`config.mk`:
```
export PLATFORM = sky130hd
export DESIGN_NAME = mem_access_unit
export DESIGN_NICKNAME = d
export VERILOG_FILES = /design/src/rtl/mem_pkg.sv /design/src/rtl/mem_load_align.sv /design/src/rtl/mem_access_unit.sv
export SDC_FILE = /design/constraint.sdc
export NUM_CORES = 1
export LEC_CHECK = 0
export CAP_MARGIN = 20
export CORE_ASPECT_RATIO = 0.75
export CORE_MARGIN = 8
export CORE_UTILIZATION = 41
export CTS_CLUSTER_SIZE = 8
export DETAILED_ROUTE_END_ITERATION = 10
export PLACE_DENSITY = 0.88
export SYNTH_ARGS = -nofsm -noshare
export SYNTH_HDL_FRONTEND = slang
export SYNTH_SLANG_ARGS = --single-unit
```
`constraint.sdc`:
```
create_clock -name clk -period 3.4 [get_ports clk]
set_input_delay 0.68 -clock clk [delete_from_list [all_inputs] [get_ports clk]]
set_output_delay 0.68 -clock clk [all_outputs]
set_load 0.005 [all_outputs]
```
`src/rtl/mem_pkg.sv`:
```
// Shared definitions for the memory-stage access unit: size codes, FSM states,
// byte-enable and alignment helpers.
package mem_pkg;
    localparam logic [1:0] SZ_BYTE = 2'b00;
    localparam logic [1:0] SZ_HALF = 2'b01;
    localparam logic [1:0] SZ_WORD = 2'b10;

    localparam int CNT_W = 8;

    typedef enum logic [1:0] {
        ST_IDLE   = 2'b00,
        ST_ACCESS = 2'b01,
        ST_DONE   = 2'b10
    } state_e;

    // Size code 11 falls through to the word case.
    function automatic logic [3:0] byte_en(input logic [1:0] size, input logic [1:0] addr);
        logic [3:0] be;
        case (size)
            SZ_BYTE: be = 4'b0001 << addr;
            SZ_HALF: be = addr[1] ? 4'b1100 : 4'b0011;
            default: be = 4'b1111;
        endcase
        return be;
    endfunction

    function automatic logic misaligned(input logic [1:0] size, input logic [1:0] addr);
        return ((size == SZ_HALF) && addr[0]) || (size[1] && (addr != 2'b00));
    endfunction
endpackage

```
`src/rtl/mem_load_align.sv`:
```
// Load lane select and sign/zero extension of a read word.
module mem_load_align
    import mem_pkg::*;
#(
    parameter int N = 32
) (
    input  logic [N-1:0] word,
    input  logic [1:0]   addr,
    input  logic [1:0]   size,
    input  logic         is_unsigned,
    output logic [N-1:0] data
);
    logic [N-1:0] lane;

    always_comb begin
        lane = word >> {addr, 3'b000};
        case (size)
            SZ_BYTE: data = {{(N-8){~is_unsigned & lane[7]}}, lane[7:0]};
            SZ_HALF: data = {{(N-16){~is_unsigned & lane[15]}}, lane[15:0]};
            default: data = word;
        endcase
    end
endmodule

```
`src/rtl/mem_access_unit.sv`:
```
// Memory-stage access controller: req/ack handshake with the data memory,
// store formatting, load alignment, pipeline stall and fault pulses.
module mem_access_unit
    import mem_pkg::*;
#(
    parameter int N        = 32,
    parameter int MAX_WAIT = 15
) (
    input  logic         clk,
    input  logic         reset,
    input  logic         MemReadInput,
    input  logic         MemWriteInput,
    input  logic [1:0]   MemSizeInput,
    input  logic         MemUnsignedInput,
    input  logic [N-1:0] ALUResultInput,
    input  logic [N-1:0] WriteDataInput,
    output logic         dmem_req,
    output logic         dmem_we,
    output logic [N-1:0] dmem_addr,
    output logic [3:0]   dmem_be,
    output logic [N-1:0] dmem_wdata,
    input  logic [N-1:0] dmem_rdata,
    input  logic         dmem_ack,
    output logic [N-1:0] ReadDataOutput,
    output logic         StallOutput,
    output logic         MisalignOutput,
    output logic         BusErrorOutput
);
    localparam logic [CNT_W-1:0] LAST_CNT = CNT_W'(MAX_WAIT - 1);

    state_e           state_q, state_d;
    logic [CNT_W-1:0] cnt_q, cnt_d;
    logic [N-1:0]     rdata_q, rdata_d;
    logic             berr_q, berr_d;

    logic             req, mis, in_access;
    logic [3:0]       be;
    logic [N-1:0]     wdata, load_data;

    assign req       = MemReadInput | MemWriteInput;
    assign mis       = misaligned(MemSizeInput, ALUResultInput[1:0]);
    assign be        = byte_en(MemSizeInput, ALUResultInput[1:0]);
    assign in_access = (state_q == ST_ACCESS);

    always_comb begin
        case (MemSizeInput)
            SZ_BYTE: wdata = {(N/8){WriteDataInput[7:0]}};
            SZ_HALF: wdata = {(N/16){WriteDataInput[15:0]}};
            default: wdata = WriteDataInput;
        endcase
    end

    mem_load_align #(.N(N)) u_align (
        .word        (dmem_rdata),
        .addr        (ALUResultInput[1:0]),
        .size        (MemSizeInput),
        .is_unsigned (MemUnsignedInput),
        .data        (load_data)
    );

    // IDLE-cycle outputs are combinational from the inputs, so they are
    // gated with reset to stay quiet while reset is held.
    always_comb begin
        state_d        = state_q;
        cnt_d          = cnt_q;
        rdata_d        = rdata_q;
        berr_d         = 1'b0;
        StallOutput    = 1'b0;
        MisalignOutput = 1'b0;
        case (state_q)
            ST_IDLE: begin
                if (req) begin
                    if (mis) begin
                        MisalignOutput = reset;
                        rdata_d        = '0;
                    end else begin
                        StallOutput = reset;
                        state_d     = ST_ACCESS;
                        cnt_d       = '0;
                    end
                end
            end
            ST_ACCESS: begin
                StallOutput = 1'b1;
                if (dmem_ack) begin
                    state_d = ST_DONE;
                    if (MemReadInput) rdata_d = load_data;
                end else if (cnt_q == LAST_CNT) begin
                    state_d = ST_DONE;
                    rdata_d = '0;
                    berr_d  = 1'b1;
                end else begin
                    cnt_d = cnt_q + 1'b1;
                end
            end
            default: state_d = ST_IDLE;
        endcase
    end

    always_ff @(negedge clk or negedge reset) begin
        if (!reset) begin
            state_q <= ST_IDLE;
            cnt_q   <= '0;
            rdata_q <= '0;
            berr_q  <= 1'b0;
        end else begin
            state_q <= state_d;
            cnt_q   <= cnt_d;
            rdata_q <= rdata_d;
            berr_q  <= berr_d;
        end
    end

    // A load wins when both read and write are requested.
    assign dmem_req       = in_access;
    assign dmem_we        = in_access & MemWriteInput & ~MemReadInput;
    assign dmem_be        = in_access ? be : 4'b0000;
    assign dmem_addr      = in_access ? {ALUResultInput[N-1:2], 2'b00} : '0;
    assign dmem_wdata     = in_access ? wdata : '0;
    assign ReadDataOutput = rdata_q;
    assign BusErrorOutput = berr_q;
endmodule
```
# == Word level (Yosys, flattened, before mapping) ==
# Cells that the tools add are included.
# W data, S select, Z words.
# classes
add_sub_neg,1
n_mul,0
n_div,0
order_cmp,0
eq_ne,10
shift,2
n_mux,32
bitwise_logic,7
reduce_logical,10
# ops
cell,n
$mux W32,7
$pmux W32 S2,3
$mux W8,4
$shr A32 B5 Y16,1
$pmux W8 S2,1
$ne A2 B2 Y1 const B,5
$reduce_and A5 Y1,2
$add A8 B1 Y8 const B,1
$eq A8 B4 Y1 const B,1
$mux W1,8
$mux W2,4
$mux W4,2
$pmux W4 S2,1
$and A1 B1 Y1,4
$eq A2 B1 Y1 const B,2
$logic_not A2 Y1,2
$pmux W2 S2,1
$reduce_bool A2 Y1,2
$shl A1 B2 Y4 const A,1
$ne A3 B2 Y1 const B,1
$ne A3 B3 Y1 const B,1
$reduce_and A3 Y1,1
$logic_and A1 B1 Y1,2
$not A1 Y1,2
other kinds (3),3
# totals
reg_bits,43
latch_bits,0
ramBits,0
rom_bits,0
wordCells,66
memories,0

# == Depth between registers and ports, before layout ==
# Gate-level depths: netlist of run 1.
# logic_depth
depth_word,6
depth_mapped,8

# == Cells and area by module ==
# From an unflattened synthesis of run 1, not the netlist that was laid out.
# hier_totals
hier_cells,389
area_unflattened_um2,3375.7
# by_module_without_submodules
mod,instances,cells_per_inst,area_per_inst_um2,seq_area_each_um2
mem_access_unit,1,276,2635.0,1076.0
mem_load_align,1,113,740.7,0.0

==> out/results.tsv, run 1 <==
metric	value	unit
clkLatencyLatePin	0.32	ns
grt_pass1_wl	30900	um
synth.ff_latch_count	43	
path_class	reg2out	
worst_r2r_path_depth	8	
synth_edf_count	0	
power.share.combinational	66.5	%
synth_top_cell_area_share	31.7	%
r2r_end	ReadDataOutput[26]	
initialDrtViolationCount	660	
route.detailed.vias_per_inst	6.63	
detail-route-antenna-nets	0	
postRouteWirelength	24500	um
synthToLayoutAreaGrowth	112	%
drt-wirelength-per-cell	31.1	um
finalMaxSlewViolations	0	
synth_warnings	0	
post-synth-top-area-cell	sky130_fd_sc_hd__dfrtn_1	
status	finished with violations	
synth.top_cells.by_count	46 x sky130_fd_sc_hd__nor2_1, 43 x sky130_fd_sc_hd__dfrtn_1, 38 x sky130_fd_sc_hd__and2_1, 32 x sky130_fd_sc_hd__a21oi_1, 32 x sky130_fd_sc_hd__inv_1	
path_delay_family	buffers and inverters	
drv_cap	0	
failed_checks	setup timing	
rows	28	
gr_util_all_layers	34.9	%
cts.sink_count	43	
reg2reg_slack	0.93	ns
antenna_cells_inserted	0	
avg_synthesized_cell_area	8.32	um^2
ys_top_cells_by_area	sky130_fd_sc_hd__dfrtn_1 32%, sky130_fd_sc_hd__mux2i_1 7.7%, sky130_fd_sc_hd__and2_1 7.0%, sky130_fd_sc_hd__nor2_1 5.1%, sky130_fd_sc_hd__a21oi_1 4.7%	
leakage	3.37	nW
grt_max_degree	46	
finished_core_util	90.3	%
synth.cell_area	3400	um^2
route.vias.total	5216	
hold_slack	0.459	ns
startpoint_type	flip-flop	
max_buffers_root_to_sink	2	
area_taken_by_multi_input_logic_gates	2710	um^2
cp-end-kind	output port	
powerDensity	438	nW/um^2
yosysMostFrequentCell	sky130_fd_sc_hd__nor2_1	
slew_headroom	55.8	%
swShare	40.4	%
yosysSeqAreaShare	31.7	%
clockRootBuffer	sky130_fd_sc_hd__clkbuf_8	
ctsHoldBuffers	0	
core-area	7950	um^2
cts_tree	yes	
finalWeightedCongestion	0.890	
seq_power_share	21.7	%
grt_setup_unrepaired	true	
start_util	42.7	%
internal-power	0.00188	W
drcViolationCount	0	
hold-path-endpoint	ReadDataOutput[5]	
clkTransAtPathRegs	0.07	ns
critical_path_peak_fanout	6	
design.die.area	11500	um^2
drt-pass1-iter-count	5	
num-fill-cells	275	
final_nets	787	
critPathMaxStageDelay	0.49	ns
cts_max_level	2	
register_area	1080	um^2
post_synth_inst_count	408	
tightestPinTransition	0.661	ns
synth_flop_cell	sky130_fd_sc_hd__dfrtn_1	
report.final.hold_viol_count	0	
drive_above_1_share	47.5	%
die_height	94.8	um
timing.critical_path.cells	nand2b_4, buf_6, buf_16, a21oi_2, buf_2	
path_buf_inv	3	
critical_path.slowest_cell	sky130_fd_sc_hd__dfrtn_1	
first_global_vias	5456	
yosys.cell_types.count	49	
ys_async_sr_fraction	100	%
holdPathStages	1	
clock_power_share	11.8	%
max-vdd-ir-drop	0.309	mV
holdCritPathClass	reg2reg	
io_buffer_count	206	
setup-tns-final	-35.12	ns
power_switching	0.00127	W
antenna_found_initial	1	
design.portCount	209	
setup_viol_count_final	109	
critPathRequiredTime	2.72	ns
postLayoutSetupSlackWorst	-0.534	ns
grt.overflow.total	0	
detailed_place_hpwl	12300	um
pre_cts_ws	-0.888	ns
cts_made_buffers	5	
floorplan.die.width	121	um
finClkSkew	0.0101	ns
crit-reg2reg-launch	cnt_q[0]	
worst-endpoint-arrival	3.25	ns
hold_path_startpoint	ReadDataOutput[5]	
[registers in the layout, indices dropped and copies added, names as in the netlist]
name,count
ReadDataOutput,32
cnt_q,8
state_q,2
BusErrorOutput,1
[power by group through the flow]
stage	Clock (W)	Combinational (W)	Sequential, W
finish	0.000371	0.00209	0.000684
global route	0.000395	0.00216	0.000691
CTS	0.000340	0.00184	0.000672
detailed placement	0	0.00146	0.000686
global placement	0	0.00142	0.000682
floorplan	0	0.000657	0.000680
[worst register-to-register path, cell delays in order, from the launching register on]
cell	delay, ns
sky130_fd_sc_hd__dfrtn_1	0.39
sky130_fd_sc_hd__inv_1	0.13
sky130_fd_sc_hd__ha_1	0.17
sky130_fd_sc_hd__or4b_4	0.52
sky130_fd_sc_hd__o21ai_4	0.39
sky130_fd_sc_hd__o211a_4	0.28
sky130_fd_sc_hd__buf_12	0.14
sky130_fd_sc_hd__buf_16	0.13
sky130_fd_sc_hd__o221ai_4	0.13
[placed cells by master, fill, tap and decap left out, types with 3 or more instances in the layout]
| master | count |
|---|---|
| sky130_fd_sc_hd__or2_2 | 7 |
| sky130_fd_sc_hd__o211ai_1 | 18 |
| sky130_fd_sc_hd__buf_16 | 6 |
| sky130_fd_sc_hd__a221o_1 | 10 |
| sky130_fd_sc_hd__buf_2 | 18 |
| sky130_fd_sc_hd__inv_1 | 30 |
| sky130_fd_sc_hd__mux2_4 | 5 |
| sky130_fd_sc_hd__a221o_2 | 4 |
| sky130_fd_sc_hd__mux2_2 | 3 |
| sky130_fd_sc_hd__clkdlybuf4s15_2 | 3 |
| sky130_fd_sc_hd__dlygate4sd2_1 | 46 |
| sky130_fd_sc_hd__and3_1 | 9 |
| sky130_fd_sc_hd__nor2_1 | 26 |
| sky130_fd_sc_hd__clkbuf_8 | 5 |
| sky130_fd_sc_hd__mux2i_1 | 23 |
| sky130_fd_sc_hd__nor2_4 | 18 |
| sky130_fd_sc_hd__buf_12 | 13 |
| sky130_fd_sc_hd__and2_4 | 38 |
| sky130_fd_sc_hd__clkdlybuf4s50_1 | 71 |
| sky130_fd_sc_hd__a21oi_2 | 7 |
| sky130_fd_sc_hd__clkbuf_2 | 5 |
| sky130_fd_sc_hd__buf_6 | 69 |
| sky130_fd_sc_hd__clkdlybuf4s15_1 | 7 |
| sky130_fd_sc_hd__a21oi_4 | 4 |
| sky130_fd_sc_hd__a21oi_1 | 21 |
| sky130_fd_sc_hd__a22oi_2 | 7 |
| sky130_fd_sc_hd__dfrtn_1 | 43 |
| sky130_fd_sc_hd__nand2_1 | 21 |
| sky130_fd_sc_hd__buf_8 | 7 |
| sky130_fd_sc_hd__o221ai_2 | 16 |
| sky130_fd_sc_hd__o2bb2ai_1 | 7 |
| sky130_fd_sc_hd__buf_4 | 53 |
[per-stage QoR]
stage	instance area (um^2)	power, W	std cells
final	7180	0.00315	787
after CTS	6940	0.00285	779
after global routing	7180	0.00325	787
after detailed placement	6120	0.00215	736
after global placement	6120	0.00210	736
after floorplan	3720	0.00134	409
[final cells by class]
cell class                      count  share of cell area (%)
Sequential cell                    43                    15.0
Clock buffer                        6                    1.01
Inverter                           32                    1.78
Timing Repair Buffer              300                    42.6
Clock inverter                      2                   0.174
Multi-Input combinational cell    299                    37.7
Tap cell                          105                    1.83
[repair_timing]
item / 4_1_cts / 5_1_grt
setup buffers: 23 / 15
endpoints found under the setup margin: 144 / 117
gates cloned: 12 / 0
pin swaps: 26 / 30
resized for setup: 487 / 75
[routing by layer]
layer	part of all wire (%)	vias up	track usage, %	wire [um]
met5	0.049	-	0	12
met4	9.7	2	24.4	2380
met3	15	215	13.5	3560
met2	45	620	58.2	11100
met1	30	2372	36.2	7450
li1	-	2007	-	-
[logic make-up after synthesis]
kind of cell	count (synthesis)	share of synthesized area (%)
DFF	43	31.7
muxes	34	10.3
other	1	0.110
adders and majority gates	2	0.737
AOI/OAI and AO/OA	111	25.5
buffers and inverters	68	8.36
and+or+nand+nor	145	22.3
xor gates and xnor gates	4	1.03
[worst max-delay path by stage]
| stage | from | endpoint | slack [ns] | cells past startpoint |
|---|---|---|---|---|
| floorplan | ALUResultInput[0] | ReadDataOutput[11] | -0.18 | 6 |
| global placement | ALUResultInput[0] | ReadDataOutput[14] | -0.75 | 6 |
| detailed placement | dmem_ack | ReadDataOutput[18] | -0.89 | 5 |
| CTS | state_q[1] | dmem_addr[29] | -0.46 | 6 |
| global route | state_q[0] | dmem_wdata[12] | -0.58 | 5 |
| finish | state_q[0] | dmem_be[1] | -0.53 | 5 |
(Power assumes the default switching activity.)
==> run 2: changes to the inputs <==
--- a/config.mk
+++ b/config.mk
@@ -8,10 +8,11 @@
 export CAP_MARGIN = 20
 export CORE_ASPECT_RATIO = 0.75
 export CORE_MARGIN = 8
-export CORE_UTILIZATION = 41
+export CORE_UTILIZATION = 42
+export CTS_BUF_LIST = sky130_fd_sc_hd__clkbuf_4 sky130_fd_sc_hd__clkbuf_8
 export CTS_CLUSTER_SIZE = 8
 export DETAILED_ROUTE_END_ITERATION = 10
-export PLACE_DENSITY = 0.88
+export PLACE_DENSITY = 0.9
 export SYNTH_ARGS = -nofsm -noshare
 export SYNTH_HDL_FRONTEND = slang
 export SYNTH_SLANG_ARGS = --single-unit
==> out/results.tsv, run 2 (synthesized netlist as in run 1, its figures left out) <==
metric	value	unit	change
finalWeightedCongestion	0.889		was 0.890
slew_headroom	56.1	%	was 55.8%
design.die.area	11200	um^2	was 11500 um^2
cts.sink_count	43		unchanged
power_switching	0.00123	W	was 0.00127 W
ctsHoldBuffers	0		unchanged
initialDrtViolationCount	550		was 660
worst-endpoint-arrival	3.26	ns	was 3.25 ns
grt_pass1_wl	29100	um	was 30900 um
power.share.combinational	64.7	%	was 66.5%
first_global_vias	4978		was 5456
critPathRequiredTime	2.72	ns	about the same
drcViolationCount	0		unchanged
startpoint_type	flip-flop		unchanged
hold_path_startpoint	ReadDataOutput[4]		was ReadDataOutput[5]
setup_viol_count_final	110		was 109
leakage	3.37	nW	about the same
gr_util_all_layers	33.6	%	was 34.9%
critical_path_peak_fanout	9		was 6
most-common-layout-cells	69 x sky130_fd_sc_hd__clkdlybuf4s50_1, 66 x sky130_fd_sc_hd__buf_6, 49 x sky130_fd_sc_hd__buf_4, 44 x sky130_fd_sc_hd__dlygate4sd2_1, 43 x sky130_fd_sc_hd__dfrtn_1		was 71 x sky130_fd_sc_hd__clkdlybuf4s50_1, 69 x sky130_fd_sc_hd__buf_6, 53 x sky130_fd_sc_hd__buf_4, 46 x sky130_fd_sc_hd__dlygate4sd2_1, 43 x sky130_fd_sc_hd__dfrtn_1
final_design_area_no_fill	7050	um^2	was 7180 um^2
drt-wirelength-per-cell	30.8	um	was 31.1 um
postRouteWirelength	24000	um	was 24500 um
hold_slack	0.465	ns	was 0.459 ns
postLayoutSetupSlackWorst	-0.538	ns	was -0.534 ns
detailed_place_hpwl	12600	um	was 12300 um
core-area	7880	um^2	was 7950 um^2
die_height	93.9	um	was 94.8 um
internal-power	0.00180	W	was 0.00188 W
holdCritPathClass	reg2reg		unchanged
dpl_cell_area	6090	um^2	was 6120 um^2
finClkSkew	0.0105	ns	was 0.0101 ns
final_nets	778		was 787
swShare	40.6	%	was 40.4%
final_common_cell	sky130_fd_sc_hd__clkdlybuf4s50_1		unchanged
max-vdd-ir-drop	0.326	mV	was 0.309 mV
io_buffer_count	206		unchanged
cp-end-kind	output port		unchanged
cts_tree	yes		unchanged
num-fill-cells	318		was 275
powerDensity	430	nW/um^2	was 438 nW/um^2
route.vias.total	5160		was 5216
clock_power_share	12.4	%	was 11.8%
cts_made_buffers	5		unchanged
grt.overflow.total	0		unchanged
seq_power_share	22.8	%	was 21.7%
finished_core_util	89.5	%	was 90.3%
max_buffers_root_to_sink	2		unchanged
detail-route-antenna-nets	0		unchanged
status	finished with violations		unchanged
rows	28		unchanged
antenna_found_initial	1		unchanged
failed_checks	setup timing		unchanged
grt_setup_unrepaired	true		unchanged
grt_max_degree	46		unchanged
drv_cap	0		unchanged
tightestPinTransition	0.641	ns	was 0.661 ns
setup.worst_path.start	state_q[1]		was state_q[0]
cts_max_level	2		unchanged
drt-pass1-iter-count	6		was 5
drive_above_1_share	46.7	%	was 47.5%
start_util	43.1	%	was 42.7%
floorplan.die.width	120	um	was 121 um
route.detailed.vias_per_inst	6.62		was 6.63
path_class	reg2out		unchanged
design.portCount	209		unchanged
finalMaxSlewViolations	0		unchanged
synthToLayoutAreaGrowth	108	%	was 112%
largest_reg_flops	32		unchanged
report.final.hold_viol_count	0		unchanged
clkLatencyLatePin	0.32	ns	about the same
clkTransAtPathRegs	0.07	ns	about the same
clockRootBuffer	sky130_fd_sc_hd__clkbuf_8		unchanged
crit-reg2reg-launch	cnt_q[0]		unchanged
-- run 2: changes by cell type in the layout (fill, tap and decap cells not counted), sizes merged --
cell	delta
buf	-7
dlymetal6s2s	+7
clkdlybuf4s15	-5
clkdlybuf4s50	-2
dlygate4sd2	-2
diode	+1
-- run 2: critical path: stages (launching register included) --
cell	delay, ns
sky130_fd_sc_hd__dfrtn_1	0.44
sky130_fd_sc_hd__nand2b_4	0.20
sky130_fd_sc_hd__inv_6	0.06
sky130_fd_sc_hd__buf_12	0.13
sky130_fd_sc_hd__buf_12	0.13
sky130_fd_sc_hd__and2_4	0.14
sky130_fd_sc_hd__buf_6	0.13
-- run 2: metal layers --
metal / track usage, % / vias up / wire, um
met1: 35.2 / 2417 / 7350
li1: - / 1986 / -
met2: 60.9 / 557 / 11200
met5: 0 / - / 13
met4: 17.0 / 2 / 2320
met3: 9.55 / 198 / 3090
-- run 2: through the flow --
| step | power (W) | setup TNS (ns) | setup WS, ns | std cells |
|---|---|---|---|---|
| 5_1_grt | 0.00310 | -34.00 | -0.536 | 778 |
| 2_1_floorplan | 0.00134 | -4.38 | -0.181 | 409 |
| 6_report | 0.00303 | -33.02 | -0.538 | 779 |
| 3_3_place_gp | 0.00208 | -55.36 | -0.811 | 736 |
| 4_1_cts | 0.00269 | -26.38 | -0.463 | 772 |
| 3_5_place_dp | 0.00213 | -58.66 | -0.957 | 736 |
-- run 2: what timing repair did --
action                     4_1_cts  5_1_grt
hold endpoints to repair         0        0
cloned                           6        2
resized for setup              470       93
setup endpoints to repair      144      116
pin swaps                       19       36
buffers inserted                22        6
-- run 2: final cells by class --
| class | instances | area (um^2) | share of cell area (%) |
|---|---|---|---|
| inverter | 32 | 125 | 1.77 |
| multi-input combinational | 299 | 2690 | 38.1 |
| clock buffer | 6 | 76.3 | 1.08 |
| timing repair buffer | 291 | 2940 | 41.7 |
| antenna | 1 | 2.50 | 0.0355 |
| tap | 105 | 131 | 1.86 |
| sequential | 43 | 1080 | 15.3 |
| clock inverter | 2 | 12.5 | 0.177 |
-- run 2: worst paths after layout --
path	slack, ns	endpoint	cells past startpoint
max	-0.54	dmem_addr[23]	6
max in group asynchronous	1.22	ReadDataOutput[4]	2
min reg2reg	0.47	ReadDataOutput[4]	1
max reg2reg	0.92	ReadDataOutput[19]	7
min	0.47	ReadDataOutput[4]	1
min in group asynchronous	1.92	ReadDataOutput[21]	2
-- run 2: power by group through the flow --
stage | clock (W) | sequential, W | combinational [W]
floorplan | 0 | 0.000680 | 0.000657
global placement | 0 | 0.000679 | 0.00140
detailed placement | 0 | 0.000684 | 0.00144
CTS | 0.000345 | 0.000671 | 0.00168
global route | 0.000382 | 0.000694 | 0.00202
finish | 0.000377 | 0.000692 | 0.00196
